### src/rtl/fetch_pkg.sv
// Shared types and constants for the instruction-fetch stage.
package fetch_pkg;

  localparam int unsigned XLEN = 32;
  localparam logic [XLEN-1:0] RESET_PC_DEFAULT = 32'h0000_0000;
  localparam logic [XLEN-1:0] NOP_INSTR        = 32'h0000_0013;

  typedef struct packed {
    logic [XLEN-1:0] addr;
    logic [XLEN-1:0] instr;
  } fetch_entry_t;

  // Occupancy counters must hold the value DEPTH itself.
  function automatic int unsigned cnt_width(int unsigned depth);
    return $clog2(depth) + 1;
  endfunction

endpackage

### src/rtl/fetch_if.sv
// Fetch-stage bus bundle: IMEM request/response, decoder handshake, redirect.
interface fetch_if;
  import fetch_pkg::*;

  logic            imem_req_valid;
  logic            imem_req_ready;
  logic [XLEN-1:0] imem_addr;
  logic            imem_rsp_valid;
  logic [XLEN-1:0] imem_rdata;
  logic            instr_valid;
  logic            instr_ready;
  logic [XLEN-1:0] instr;
  logic [XLEN-1:0] iaddr;
  logic            redirect;
  logic [XLEN-1:0] redirect_target;
  logic            fetch_err;

  modport master (
    output imem_req_valid, imem_addr, instr_valid, instr, iaddr, fetch_err,
    input  imem_req_ready, imem_rsp_valid, imem_rdata, instr_ready,
           redirect, redirect_target
  );

  modport slave (
    input  imem_req_valid, imem_addr, instr_valid, instr, iaddr, fetch_err,
    output imem_req_ready, imem_rsp_valid, imem_rdata, instr_ready,
           redirect, redirect_target
  );

endinterface

### src/rtl/fetch_fifo.sv
// Generic synchronous FIFO with flush; callers guarantee no overflow/underflow.
module fetch_fifo
  import fetch_pkg::*;
#(
  parameter int unsigned W     = 32,
  parameter int unsigned DEPTH = 2
) (
  input  logic                          clk,
  input  logic                          reset,
  input  logic                          flush,
  input  logic                          push,
  input  logic [W-1:0]                  wdata,
  input  logic                          pop,
  output logic [W-1:0]                  rdata,
  output logic [cnt_width(DEPTH)-1:0]   count
);

  localparam int unsigned AW = $clog2(DEPTH);
  localparam int unsigned CW = cnt_width(DEPTH);

  logic [W-1:0]  mem [DEPTH];
  logic [AW-1:0] wr_ptr;
  logic [AW-1:0] rd_ptr;

  // Pointers wrap naturally since DEPTH is a power of two.
  always_ff @(posedge clk) begin
    if (!reset || flush) begin
      wr_ptr <= '0;
      rd_ptr <= '0;
      count  <= '0;
    end else begin
      if (push) wr_ptr <= wr_ptr + AW'(1);
      if (pop)  rd_ptr <= rd_ptr + AW'(1);
      count <= count + CW'(push) - CW'(pop);
    end
  end

  always_ff @(posedge clk) begin
    if (push && !flush) mem[wr_ptr] <= wdata;
  end

  assign rdata = mem[rd_ptr];

endmodule

### src/rtl/fetch_unit.sv
// Instruction fetch: PC ownership, credit-limited IMEM requests, in-order
// response buffering and redirect with wrong-path response dropping.
module fetch_unit
  import fetch_pkg::*;
#(
  parameter logic [XLEN-1:0] RESET_PC = RESET_PC_DEFAULT,
  parameter int unsigned     DEPTH    = 2,
  parameter logic [XLEN-1:0] NOP      = NOP_INSTR
) (
  input  logic     clk,
  input  logic     reset,
  fetch_if.master  fif
);

  localparam int unsigned CW = cnt_width(DEPTH);

  logic [XLEN-1:0] pc;
  logic [CW-1:0]   pend_cnt;
  logic [CW-1:0]   pend_nxt;
  logic [CW-1:0]   drop_cnt;
  logic [CW-1:0]   fifo_cnt;
  logic [CW-1:0]   pq_cnt;
  logic            fetch_err_q;
  logic            credit;
  logic            fire;
  logic            rsp;
  logic            rsp_drop;
  logic            rsp_keep;
  logic            head_valid;
  logic            deq;
  logic [XLEN-1:0] pq_head;
  fetch_entry_t    head;
  fetch_entry_t    push_entry;

  // Outstanding plus buffered never exceeds DEPTH, so every response has a slot.
  assign credit = ({1'b0, pend_cnt} + {1'b0, fifo_cnt}) < (CW+1)'(DEPTH);
  assign fif.imem_req_valid = reset && !fetch_err_q && !fif.redirect && credit;
  assign fif.imem_addr      = pc;
  assign fire = fif.imem_req_valid && fif.imem_req_ready;

  // Responses with nothing outstanding (e.g. straight after reset) are ignored.
  assign rsp      = fif.imem_rsp_valid && (pend_cnt != '0);
  assign rsp_drop = rsp && ((drop_cnt != '0) || fif.redirect);
  assign rsp_keep = rsp && !rsp_drop;
  assign pend_nxt = pend_cnt + CW'(fire) - CW'(rsp);

  assign head_valid = reset && (fifo_cnt != '0);
  assign deq        = head_valid && fif.instr_ready;

  assign push_entry.addr  = pq_head;
  assign push_entry.instr = fif.imem_rdata;

  always_ff @(posedge clk) begin
    if (!reset) begin
      pc          <= RESET_PC;
      pend_cnt    <= '0;
      drop_cnt    <= '0;
      fetch_err_q <= 1'b0;
    end else begin
      pend_cnt <= pend_nxt;
      if (fif.redirect) begin
        pc          <= fif.redirect_target & 32'hFFFF_FFFE;
        drop_cnt    <= pend_nxt;
        fetch_err_q <= fif.redirect_target[1];
      end else begin
        if (fire) pc <= pc + 32'd4;
        if (rsp && (drop_cnt != '0)) drop_cnt <= drop_cnt - CW'(1);
      end
    end
  end

  fetch_fifo #(.W($bits(fetch_entry_t)), .DEPTH(DEPTH)) u_buf (
    .clk   (clk),
    .reset (reset),
    .flush (fif.redirect),
    .push  (rsp_keep),
    .wdata (push_entry),
    .pop   (deq),
    .rdata (head),
    .count (fifo_cnt)
  );

  // Addresses of in-flight right-path requests, popped as their words return.
  fetch_fifo #(.W(XLEN), .DEPTH(DEPTH)) u_pend (
    .clk   (clk),
    .reset (reset),
    .flush (fif.redirect),
    .push  (fire),
    .wdata (pc),
    .pop   (rsp_keep),
    .rdata (pq_head),
    .count (pq_cnt)
  );

  assign fif.instr_valid = head_valid;
  assign fif.instr       = head_valid ? head.instr : NOP;
  assign fif.iaddr       = head_valid ? head.addr : '0;
  assign fif.fetch_err   = fetch_err_q;

  a_rsp_credit : assert property (@(posedge clk) disable iff (!reset)
    fif.imem_rsp_valid |-> (pend_cnt != '0))
    else $error("imem response without an outstanding request");

  a_pq_nonempty : assert property (@(posedge clk) disable iff (!reset)
    rsp_keep |-> (pq_cnt != '0))
    else $error("kept response with empty pending-address queue");

endmodule

### src/flat_wrapper.sv
// flat-port wrapper written by rule: the top's interface ports become plain ports
module fetch_unit_flat import fetch_pkg::*;
#(
  parameter logic [XLEN-1:0] RESET_PC = RESET_PC_DEFAULT,
  parameter int unsigned     DEPTH    = 2,
  parameter logic [XLEN-1:0] NOP      = NOP_INSTR
)
  (clk, reset, fif_imem_req_valid, fif_imem_addr, fif_instr_valid, fif_instr, fif_iaddr, fif_fetch_err, fif_imem_req_ready, fif_imem_rsp_valid, fif_imem_rdata, fif_instr_ready, fif_redirect, fif_redirect_target);
  fetch_if fif_i ();
  input  logic clk;
  input  logic reset;
  output wire logic [$bits(fif_i.imem_req_valid)-1:0] fif_imem_req_valid;
  output wire logic [$bits(fif_i.imem_addr)-1:0] fif_imem_addr;
  output wire logic [$bits(fif_i.instr_valid)-1:0] fif_instr_valid;
  output wire logic [$bits(fif_i.instr)-1:0] fif_instr;
  output wire logic [$bits(fif_i.iaddr)-1:0] fif_iaddr;
  output wire logic [$bits(fif_i.fetch_err)-1:0] fif_fetch_err;
  input wire logic [$bits(fif_i.imem_req_ready)-1:0] fif_imem_req_ready;
  input wire logic [$bits(fif_i.imem_rsp_valid)-1:0] fif_imem_rsp_valid;
  input wire logic [$bits(fif_i.imem_rdata)-1:0] fif_imem_rdata;
  input wire logic [$bits(fif_i.instr_ready)-1:0] fif_instr_ready;
  input wire logic [$bits(fif_i.redirect)-1:0] fif_redirect;
  input wire logic [$bits(fif_i.redirect_target)-1:0] fif_redirect_target;
  assign fif_imem_req_valid = fif_i.imem_req_valid;
  assign fif_imem_addr = fif_i.imem_addr;
  assign fif_instr_valid = fif_i.instr_valid;
  assign fif_instr = fif_i.instr;
  assign fif_iaddr = fif_i.iaddr;
  assign fif_fetch_err = fif_i.fetch_err;
  assign fif_i.imem_req_ready = fif_imem_req_ready;
  assign fif_i.imem_rsp_valid = fif_imem_rsp_valid;
  assign fif_i.imem_rdata = fif_imem_rdata;
  assign fif_i.instr_ready = fif_instr_ready;
  assign fif_i.redirect = fif_redirect;
  assign fif_i.redirect_target = fif_redirect_target;
  fetch_unit #(.RESET_PC(RESET_PC), .DEPTH(DEPTH), .NOP(NOP)) u_core (.clk(clk), .reset(reset), .fif(fif_i));
endmodule
### config.mk
export PLATFORM = sky130hd
export DESIGN_NAME = fetch_unit_flat
export DESIGN_NICKNAME = d
export VERILOG_FILES = /design/src/rtl/fetch_pkg.sv /design/src/rtl/fetch_if.sv /design/src/rtl/fetch_fifo.sv /design/src/rtl/fetch_unit.sv /design/src/flat_wrapper.sv
export SDC_FILE = /design/constraint.sdc
export NUM_CORES = 1
export LEC_CHECK = 0
export BUFFER_PORTS_ARGS = -buffer_cell sky130_fd_sc_hd__clkbuf_2
export CORE_MARGIN = 2
export CORE_UTILIZATION = 50
export CTS_CLUSTER_SIZE = 28
export DETAILED_ROUTE_END_ITERATION = 6
export GPL_ROUTABILITY_DRIVEN = 0
export PLACE_DENSITY = 0.76
export RECOVER_POWER = 50
export SLEW_MARGIN = 20
export SYNTH_ARGS = -nofsm -noshare
export SYNTH_HDL_FRONTEND = slang
export SYNTH_SLANG_ARGS = --single-unit
### constraint.sdc
create_clock -name clk -period 9.4 [get_ports clk]
set_input_delay 1.88 -clock clk [delete_from_list [all_inputs] [get_ports clk]]
set_output_delay 1.88 -clock clk [all_outputs]
set_load 0.05 [all_outputs]
==> impl_metrics.json <==
{
  "status": "complete, but fails checks",
  "violations": "capacitance limit, slew limit",
  "power_density_mw_per_mm2": 212.7,
  "core_sq_mm": 0.01871,
  "power.share.clock_pct": 38.7,
  "switching_share_pct": 23.87,
  "grt_first_pass_wirelength_microns": 29450,
  "tns_ns": 0,
  "die_height_microns": 142.0,
  "wl_microns": 18990,
  "wl_met2_microns": 8618,
  "wl_per_cell_microns": 17.41,
  "drt_iter0_drc": 300,
  "arrival_ns": 3.77,
  "dp_slack_ns": 3.905,
  "p_seq_share_pct": 50.9,
  "initial_core_util_pct": 50.87,
  "cts_tree": "done",
  "synthXorXnorAreaFrac_pct": 1.565,
  "clock_latency_ns": 0.50,
  "synthAdderAreaFrac_pct": 0.9993,
  "skew_ns": 0.007723,
  "dp_hpwl_microns": 11740,
  "wirelength_met1_microns": 8844,
  "place_inst": 1046,
  "ctsResizeCount": 0,
  "fmax_mhz": 177.0,
  "ys.flop_type": "edfxtp_1",
  "htree_num_levels": 1,
  "p_leak_uw": 0.003891,
  "track_usage_pct": 18.42,
  "hp-class": "reg -> reg",
  "synth_warnings": 0,
  "cap_violations": 3,
  "hold_viol": 0,
  "syn_avg_cell_area_sq_um": 14.08,
  "syn_to_final_growth_pct": 18.12,
  "cp-end-kind": "output port",
  "grt_max_degree": 64,
  "p_sw_uw": 570.8,
  "tightest_slew_ns": 1.904,
  "postSynthCellCount": 676,
  "max-slew-margin-rel_pct": -27.38,
  "place.port_buffers": 165,
  "fin_crit_ns": 5.648,
  "numCtsBuffers": 24,
  "power.internal_uw": 1820,
  "cp.required_ns": 7.52,
  "dr_wl_met3_microns": 1171,
  "rows": 50,
  "grt-ovfl-total": 0,
  "drc": 0,
  "rsz0062_at_grt": "false",
  "hold_ws_ns": 0.4956,
  "synthesis.area_sq_mm": 0.009515,
  "cts_root_buf": "clkbuf_16",
  "cts_sinks": 232,
  "ioPinCount": 169,
  "clk_path_buf_depth": 3,
  "critPathKind": "in -> out",
  "antenna_found_initial": 0,
  "die_w_microns": 142.0,
  "synth.mux.area_fraction_pct": 10.99,
  "routed_via_density": 5.474,
  "nNetsFinal": 916,
  "highest_layer": "met4",
  "via_count": 5972,
  "cts.reportedPaths.clkPinSlew_ns": 0.06,
  "synth_edf_count": 188,
  "fin_crit_sh_pct": 60.09,
  "ir_drop_v": 0.0001204,
  "drv_slew": 92,
  "die_area_sq_mm": 0.02015,
  "synth_cell_type_count": 55,
  "postRouteAntennaNets": 0,
  "fin_total_pwr_uw": 2391,
  "final_common_cell": "edfxtp_1",
  "dr.pass1.iters": 5,
  "synth_compound_area_share_pct": 5.615,
  "cp_max_fo": 38,
  "synth-seq-cells": 232,
  "yosys.area_share.simple_pct": 9.467,
  "startpoint_type": "input pin",
  "drive_above_1_share_pct": 20.42,
  "finalSetupViolCount": 0,
  "synth_top_family_by_area": "multiplexers",
  "antenna_cells": 0,
  "setup_ws_ns": 3.752,
  "layoutNonFillerInstCount": 1091,
  "synth_async_sr_flop_share_pct": 0,
  "grt_pass1_vias": 5580,
  "comb_power_share_pct": 10.4,
  "cts_hold_buf": 0,
  "final_cell_mix": "edfxtp_1, clkbuf_2, nor2_1",
  "ys_seq_area_share_pct": 68.59,
  "cts_setup_buffers": 0
}
-- routing by layer --
layer  GRT usage, %  vias to the layer above
met1          26.09                     2891
met3          3.297                       32
met2          29.71                      213
li1               -                     2836
met5              0                        -
met4          4.895                        0
-- metrics by stage --
| step | instance area (sq um) | util, % |
|---|---|---|
| after floorplan | 9519 | - |
| after global placement | 10520 | 56.22 |
| after detailed placement | 10520 | 56.22 |
| after CTS | 11310 | 60.45 |
| after global routing | 11240 | 60.09 |
| final | 11240 | 60.09 |
-- registers in the layout, summed over array words and instances, names as in the netlist, named ones only --
signal                flops
u_core.u_pend.rd_ptr      1
u_core.u_buf.wr_ptr       1
u_core.u_pend.mem        62
u_core.fif.fetch_err      1
u_core.u_buf.mem        126
u_core.u_pend.wr_ptr      1
u_core.pend_cnt           2
u_core.u_buf.rd_ptr       1
u_core.drop_cnt           2
u_core.fif.imem_addr     31
u_core.u_buf.count        2
-- synth_stat cells (all sizes together), types with 10 or more instances --
cell      n  area, sq um
a21boi   13        97.59
a21oi    11        55.05
buf      10        68.80
clkbuf   27        131.4
dfxtp    44        880.8
edfxtp  188         5645
inv      15        56.30
mux2     36        405.4
mux2i    64        640.6
nand2    45        168.9
nand3    14        82.58
nor2     78        292.8
nor3     10        50.05
o21ai    12        60.06
xnor2    14        122.6
-- logic make-up after synthesis --
group,count (synthesis)
DFF,232
and+or+nand+nor,189
muxes,100
AOI/OAI and AO/OA,77
buffers and inverters,53
xor gates and xnor gates,17
adders and majority gates,7
other,1
-- critical path, stage by stage --
cell and delay [ns]:
clkbuf_1 1.22, nor2b_1 0.19, and2_1 0.24, clkbuf_2 0.23
-- path summary, 6_finish.rpt --
path | start | end | slack [ns] | cells after the start
setup / recovery | fif_redirect | fif_imem_req_valid | 3.75 | 4
hold / removal | u_core.fif.fetch_err | u_core.fif.fetch_err | 0.50 | 2
setup reg to reg | u_core.pend_cnt[1] | u_core.u_buf.mem[0][22] | 5.88 | 6
hold reg to reg | u_core.fif.fetch_err | u_core.fif.fetch_err | 0.50 | 2
-- cell type report --
cell class | instances | area [sq um]
Clock buffer | 35 | 724.4
Clock inverter | 9 | 67.56
Fill cell | 1487 | 7466
Inverter | 16 | 60.06
Multi-Input combinational cell | 392 | 2744
Sequential cell | 232 | 6530
Tap cell | 234 | 292.8
Timing Repair Buffer | 173 | 820.8
-- power by group through the flow --
stage	combinational (uW)	sequential (uW)	clock, uW
after floorplan	158	1260	0
after global placement	250	1240	0
after detailed placement	255	1240	0
after CTS	256	1220	944
after global routing	273	1220	987
final	248	1220	926
No activity file was read; power rests on OpenSTA's default activity.
